$ cat src/rtl/fabric_config_loader_if.sv
// Load-stream and config-write bundle between the image source, the loader and the fabric.
// The master side feeds words in and observes status; the slave side is the loader.
interface fabric_config_loader_if #(
  parameter int unsigned AW = 4
);
  logic          start;
  logic          in_valid;
  logic [31:0]   in_data;
  logic          in_ready;
  logic          cfg_we;
  logic [AW-1:0] cfg_addr;
  logic [31:0]   cfg_data;
  logic          fabric_en;
  logic          busy;
  logic          done;
  logic          error;
  logic [1:0]    err_code;

  modport master (
    output start, in_valid, in_data,
    input  in_ready, cfg_we, cfg_addr, cfg_data, fabric_en, busy, done, error, err_code
  );

  modport slave (
    input  start, in_valid, in_data,
    output in_ready, cfg_we, cfg_addr, cfg_data, fabric_en, busy, done, error, err_code
  );
endinterface

$ cat src/rtl/fabric_config_loader.sv
// Streams a framed, checksummed configuration image into the fabric's config registers and
// enables the fabric only after a complete, verified load.
module fabric_config_loader #(
  parameter int unsigned WORDS = 10,
  parameter logic [15:0] SYNC  = 16'hCF60,
  parameter int unsigned AW    = $clog2(WORDS)
) (
  input logic clock,
  input logic reset_n,
  fabric_config_loader_if.slave bus
);

  typedef enum logic [2:0] {StIdle, StHdr, StLoad, StChk, StDone, StErr} state_e;

  localparam logic [15:0]   CountVal = 16'(WORDS);
  localparam logic [AW-1:0] LastIdx  = AW'(WORDS - 1);

  state_e        state_q;
  logic [AW-1:0] idx_q;
  logic [31:0]   xsum_q;
  logic          cfg_we_q;
  logic [AW-1:0] cfg_addr_q;
  logic [31:0]   cfg_data_q;
  logic          fabric_en_q;
  logic          done_q;
  logic          error_q;
  logic [1:0]    err_code_q;

  logic active;
  logic accept;

  // Readiness depends on state only, never on in_valid.
  assign active = (state_q == StHdr) || (state_q == StLoad) || (state_q == StChk);
  assign accept = bus.in_valid && active;

  assign bus.in_ready  = active;
  assign bus.busy      = active;
  assign bus.cfg_we    = cfg_we_q;
  assign bus.cfg_addr  = cfg_addr_q;
  assign bus.cfg_data  = cfg_data_q;
  assign bus.fabric_en = fabric_en_q;
  assign bus.done      = done_q;
  assign bus.error     = error_q;
  assign bus.err_code  = err_code_q;

  always_ff @(posedge clock or negedge reset_n) begin
    if (!reset_n) begin
      state_q     <= StIdle;
      idx_q       <= '0;
      xsum_q      <= '0;
      cfg_we_q    <= 1'b0;
      cfg_addr_q  <= '0;
      cfg_data_q  <= '0;
      fabric_en_q <= 1'b0;
      done_q      <= 1'b0;
      error_q     <= 1'b0;
      err_code_q  <= 2'd0;
    end else begin
      cfg_we_q <= 1'b0;
      case (state_q)
        StIdle, StDone, StErr: begin
          if (bus.start) begin
            state_q     <= StHdr;
            idx_q       <= '0;
            xsum_q      <= '0;
            fabric_en_q <= 1'b0;
            done_q      <= 1'b0;
            error_q     <= 1'b0;
            err_code_q  <= 2'd0;
          end
        end
        StHdr: begin
          if (accept) begin
            // A bad sync word outranks a bad count.
            if (bus.in_data[31:16] != SYNC) begin
              state_q    <= StErr;
              error_q    <= 1'b1;
              err_code_q <= 2'd1;
            end else if (bus.in_data[15:0] != CountVal) begin
              state_q    <= StErr;
              error_q    <= 1'b1;
              err_code_q <= 2'd2;
            end else begin
              state_q <= StLoad;
            end
          end
        end
        StLoad: begin
          if (accept) begin
            cfg_we_q   <= 1'b1;
            cfg_addr_q <= idx_q;
            cfg_data_q <= bus.in_data;
            xsum_q     <= xsum_q ^ bus.in_data;
            if (idx_q == LastIdx) begin
              state_q <= StChk;
            end else begin
              idx_q <= idx_q + 1'b1;
            end
          end
        end
        StChk: begin
          if (accept) begin
            if (bus.in_data == xsum_q) begin
              state_q     <= StDone;
              fabric_en_q <= 1'b1;
              done_q      <= 1'b1;
            end else begin
              state_q    <= StErr;
              error_q    <= 1'b1;
              err_code_q <= 2'd3;
            end
          end
        end
        default: state_q <= StIdle;
      endcase
    end
  end

endmodule

$ cat src/flat_wrapper.sv
// flat-port wrapper written by rule: the top's interface ports become plain ports
module fabric_config_loader_flat 
#(
  parameter int unsigned WORDS = 10,
  parameter logic [15:0] SYNC  = 16'hCF60,
  parameter int unsigned AW    = $clog2(WORDS)
)
  (clock, reset_n, bus_start, bus_in_valid, bus_in_data, bus_in_ready, bus_cfg_we, bus_cfg_addr, bus_cfg_data, bus_fabric_en, bus_busy, bus_done, bus_error, bus_err_code);
  fabric_config_loader_if #(.AW(AW)) bus_i ();
  input logic clock;
  input logic reset_n;
  input wire logic [$bits(bus_i.start)-1:0] bus_start;
  input wire logic [$bits(bus_i.in_valid)-1:0] bus_in_valid;
  input wire logic [$bits(bus_i.in_data)-1:0] bus_in_data;
  output wire logic [$bits(bus_i.in_ready)-1:0] bus_in_ready;
  output wire logic [$bits(bus_i.cfg_we)-1:0] bus_cfg_we;
  output wire logic [$bits(bus_i.cfg_addr)-1:0] bus_cfg_addr;
  output wire logic [$bits(bus_i.cfg_data)-1:0] bus_cfg_data;
  output wire logic [$bits(bus_i.fabric_en)-1:0] bus_fabric_en;
  output wire logic [$bits(bus_i.busy)-1:0] bus_busy;
  output wire logic [$bits(bus_i.done)-1:0] bus_done;
  output wire logic [$bits(bus_i.error)-1:0] bus_error;
  output wire logic [$bits(bus_i.err_code)-1:0] bus_err_code;
  assign bus_i.start = bus_start;
  assign bus_i.in_valid = bus_in_valid;
  assign bus_i.in_data = bus_in_data;
  assign bus_in_ready = bus_i.in_ready;
  assign bus_cfg_we = bus_i.cfg_we;
  assign bus_cfg_addr = bus_i.cfg_addr;
  assign bus_cfg_data = bus_i.cfg_data;
  assign bus_fabric_en = bus_i.fabric_en;
  assign bus_busy = bus_i.busy;
  assign bus_done = bus_i.done;
  assign bus_error = bus_i.error;
  assign bus_err_code = bus_i.err_code;
  fabric_config_loader #(.WORDS(WORDS), .SYNC(SYNC), .AW(AW)) u_core (.clock(clock), .reset_n(reset_n), .bus(bus_i));
endmodule
$ cat config.mk
export PLATFORM = sky130hd
export DESIGN_NAME = fabric_config_loader_flat
export DESIGN_NICKNAME = d
export VERILOG_FILES = /design/src/rtl/fabric_config_loader_if.sv /design/src/rtl/fabric_config_loader.sv /design/src/flat_wrapper.sv
export SDC_FILE = /design/constraint.sdc
export NUM_CORES = 1
export LEC_CHECK = 0
export CORE_ASPECT_RATIO = 1.1
export CORE_MARGIN = 5
export CORE_UTILIZATION = 45
export DETAILED_ROUTE_END_ITERATION = 8
export DONT_BUFFER_PORTS = 1
export SLEW_MARGIN = 20
export SYNTH_ARGS = -nofsm -noshare
export SYNTH_HDL_FRONTEND = slang
export SYNTH_SLANG_ARGS = --single-unit
$ cat constraint.sdc
create_clock -name clock -period 2.2 [get_ports clock]
set_input_delay 0.44 -clock clock [delete_from_list [all_inputs] [get_ports clock]]
set_output_delay 0.44 -clock clock [all_outputs]
set_load 0.03 [all_outputs]
==> metrics.csv <==
stage,metric,value,unit
run_status,status,finished with violations,
run_status,failing checks,hold timing,
synth,Synth top area share,51.3,%
cells_and_area,Nets,491,
timing,Tcrit/Tclk final,96.5,%
placed_design,RD Place Congestion,0.891,
critical_path,worst-path fanout max,3,
timing,final setup vio count,0,
critical_path,"reg-to-reg slack, setup",0.08,ns
routing,post-route ant nets,0,
critical_path,Worst Path Required,2.44,ns
timing,Final Max Slew Viols,0,
clock_tree,"CTS clk-pin slew, worst paths",0.09,ns
floorplan,DIE HEIGHT,108,um
routing,vias per cell,5.31,
global_route,vias in the first global route,3052,
placed_design,Placed Instances,550,
floorplan,Die ar.,0.0106,mm^2
synth,yosys warns,0,
cells_and_area,Area Overhead vs Synth,10.9,%
floorplan,area of the core,0.00841,mm^2
critical_path,Critical Path Slowest Stage Cell,or4_4,
timing,clk_skew,0.00673,ns
timing,Slew headroom,60.1,%
critical_path,Critical Path End Type,flip-flop,
timing,achievable frequency,471,MHz
synth,"count leader, synth",nand2_1,
synth,Area contributors post-synth,"dfrtp_1 51%, nand2_1 13%, o21ai_1 4.1%, nor2b_1 3.7%, o21ai_0 3.2%",
global_route,first-pass GRT wire length,16.1,mm
cells_and_area,antenna cell count,0,
timing,hold violation total from the final report,80,
synth,sequential fraction of the synthesis area,51.3,%
synth,Gate Count Post-Synth,446,
critical_path,most used cell along the critical path,or4_4,
routing,Final Routed Wirelength,9.55,mm
clock_tree,H-tree depth,3,
timing,worst-margin pin slew,0.598,ns
synth,"Cell Area, Synth",0.00390,mm^2
power_and_ir_drop,Pleak,2.05,nW
critical_path,critical path class,flip-flop to flip-flop,
floorplan,Std-Cell Rows,35,
synth,"area leader, netlist",dfrtp_1,
global_route,GRT Util Overall,19.0,%
routing,drt first pass iters,4,
power_and_ir_drop,Pwr Total,3.34,mW
job,max cap viols,0,
synth,number of synthesized flops with an enable pin,0,
floorplan,die width,98.8,um
synth,"FFs w/ async S/R, synth",100,%
clock_tree,CTS Sinks,80,
routing,via count,3023,
critical_path,Top delay family on crit path,simple AND/OR/NAND/NOR gates,
critical_path,Crit path arrival time,2.36,ns
clock_tree,worst-skew pair later-pin latency,0.35,ns
floorplan,I/O pins,80,
critical_path,crit-path cells,nor2b_1 > or4_4 > nor3_2 > nand4_1 > or4_4 > a22o_1,
clock_tree,CTS buffer count,9,
power_and_ir_drop,pwr/cell area,772,mW/mm^2
routing,wire per inst,16.8,um
critical_path,sum of buffers and inverters on the critical path,0,
cells_and_area,layout cell share with drive strength beyond 1,8.95,%
clock_tree,maximum clock insertion buffer count,2,
placed_design,IO buf count,0,
critical_path,CP max stage delay,0.55,ns
min_path,Hold Crit Class,input port to asynchronous set/reset pin,
synth,Mapped Nets,484,
global_route,initial antenna violation count,0,
global_route,largest net degree at the start of global routing,81,
synth,top_reg_cell synth,dfrtp_1,
routing,Remaining DRCs,0,
global_route,remaining global-route overflow,0,
timing,final hold slack,-0.220,ns
critical_path,CP Launch Type,flip-flop,
timing,minimum clock period,2.12,ns
power_and_ir_drop,worst-case vdd ir drop,0.000303,V
routing,Initial DRC Count,139,
placed_design,HPWL after detailed placement,6.92,mm
timing,final worst slack,0.0763,ns
clock_tree,TritonCTS clock tree,yes,
cells_and_area,Finished Layout Cells,569,
synth,"flops & latches, synth",80,
floorplan,initial core utilization,46.4,%
synth,mean area per synthesized cell,8.74,um^2
synth,commonest cells in the netlist,"132 x nand2_1, 80 x dfrtp_1, 32 x o21ai_1",
clock_tree,root buf cell,clkbuf_8,
synth,number of library cell types mapped by synthesis,40,
placed_design,pre-CTS WS,-0.0313,ns
[flip-flops by register name, summed over array words and instances, names as in the netlist]
| register | cells |
|---|---|
| u_core.bus.cfg_addr | 4 |
| u_core.bus.error | 1 |
| u_core.bus.cfg_we | 1 |
| u_core.bus.err_code | 2 |
| u_core.bus.cfg_data | 32 |
| u_core.state_q | 3 |
| u_core.bus.done | 1 |
| u_core.idx_q | 4 |
| u_core.xsum_q | 32 |
[layout make-up]
cell class                 instances  area [um^2]
tap                              111          139
timing repair buffer              15          113
sequential                        80         2000
fill                             790         4080
inverter                           7         26.3
clock inverter                     5          105
multi-input combinational        340         1810
clock buffer                      11          131
[placed cells by master (no fill, tap or decap), types with 2 or more instances in the layout]
master      netlist  final
o21ai_1          32     32
nor3b_1           4      4
xnor2_1           8      8
nor3_1            2      2
inv_1             5      5
a21oi_1          14     14
bufinv_16         0      3
ha_1              2      2
clkbuf_1         12      2
or2_1             2      2
dfrtp_1          80     80
clkbuf_8          0      9
xor2_1           14     14
nor4_2            0      4
and4_1            3      3
inv_2             2      2
o21ai_0          25     25
nor2_1           29     29
nand4_1           7      7
nor4_1           11      7
or4_4             2      2
clkinvlp_4        0      2
buf_4             3     15
nor4b_1           4      4
mux2i_1           5      5
nand2_1         132    132
nor2b_1          23     23
nand3_1           5      5
a22o_1            2      2
[per-stage QoR]
stage	TNS (ns)	instance area (um^2)	utilization, %
after global placement	0	4040	48.1
after CTS	0	4280	51.0
after global routing	-0.00684	4320	51.4
after detailed placement	-0.0313	4040	48.1
after floorplan	0	3900	-
final	0	4320	51.4
[worst reg2reg max path: cells and delay by family (launching register included)]
kind / cells / cell delay (ns)
flip-flops: 1 / 0.39
AND/OR/NAND/NOR: 5 / 1.42
AO/OA/AOI/OAI: 1 / 0.21
[per-layer routing]
metal / track usage (%) / up-vias / routed length, um
met5: 0 / - / 0
met2: 30.2 / 77 / 4520
met4: 5.46 / 0 / 125
li1: - / 1509 / -
met1: 24.7 / 1425 / 4230
met3: 6.29 / 12 / 672
[repair_timing]
action                                  CTS  global route
endpoints found under the setup margin    1             2
resized for setup                         0             4
buffers inserted                          1             2
endpoints found under the hold margin    80            80
pin swaps                                 1             1
[cell families (layout without fill, tap and decap cells)]
family | after synthesis | after routing | share of synthesized area (%)
mux | 6 | 6 | 1.57
flops | 80 | 80 | 51.3
compound gates | 76 | 76 | 10.1
simple gates | 234 | 234 | 28.4
xor+xnor | 22 | 22 | 4.94
buf+inv | 26 | 38 | 2.92
fa+ha+maj | 2 | 2 | 0.642
[path summary, 6_finish.rpt]
kind,cells past startpoint,startpoint,end
max,6,u_core.xsum_q[3],u_core.bus.err_code[0]
min,0,reset_n,u_core.bus.cfg_addr[1]
max reg2reg,6,u_core.xsum_q[3],u_core.bus.err_code[0]
min reg2reg,1,u_core.xsum_q[26],u_core.xsum_q[26]
max in group asynchronous,0,reset_n,u_core.xsum_q[22]
min in group clock,2,bus_in_data[3],u_core.bus.cfg_data[3]
[report_power, final]
| part | total, mW | internal, mW | switching, mW |
|---|---|---|---|
| registers | 1.68 | 1.53 | 0.152 |
| clock network | 1.30 | 0.755 | 0.542 |
| logic | 0.363 | 0.131 | 0.232 |
No activity file was read; power rests on OpenSTA's default activity.
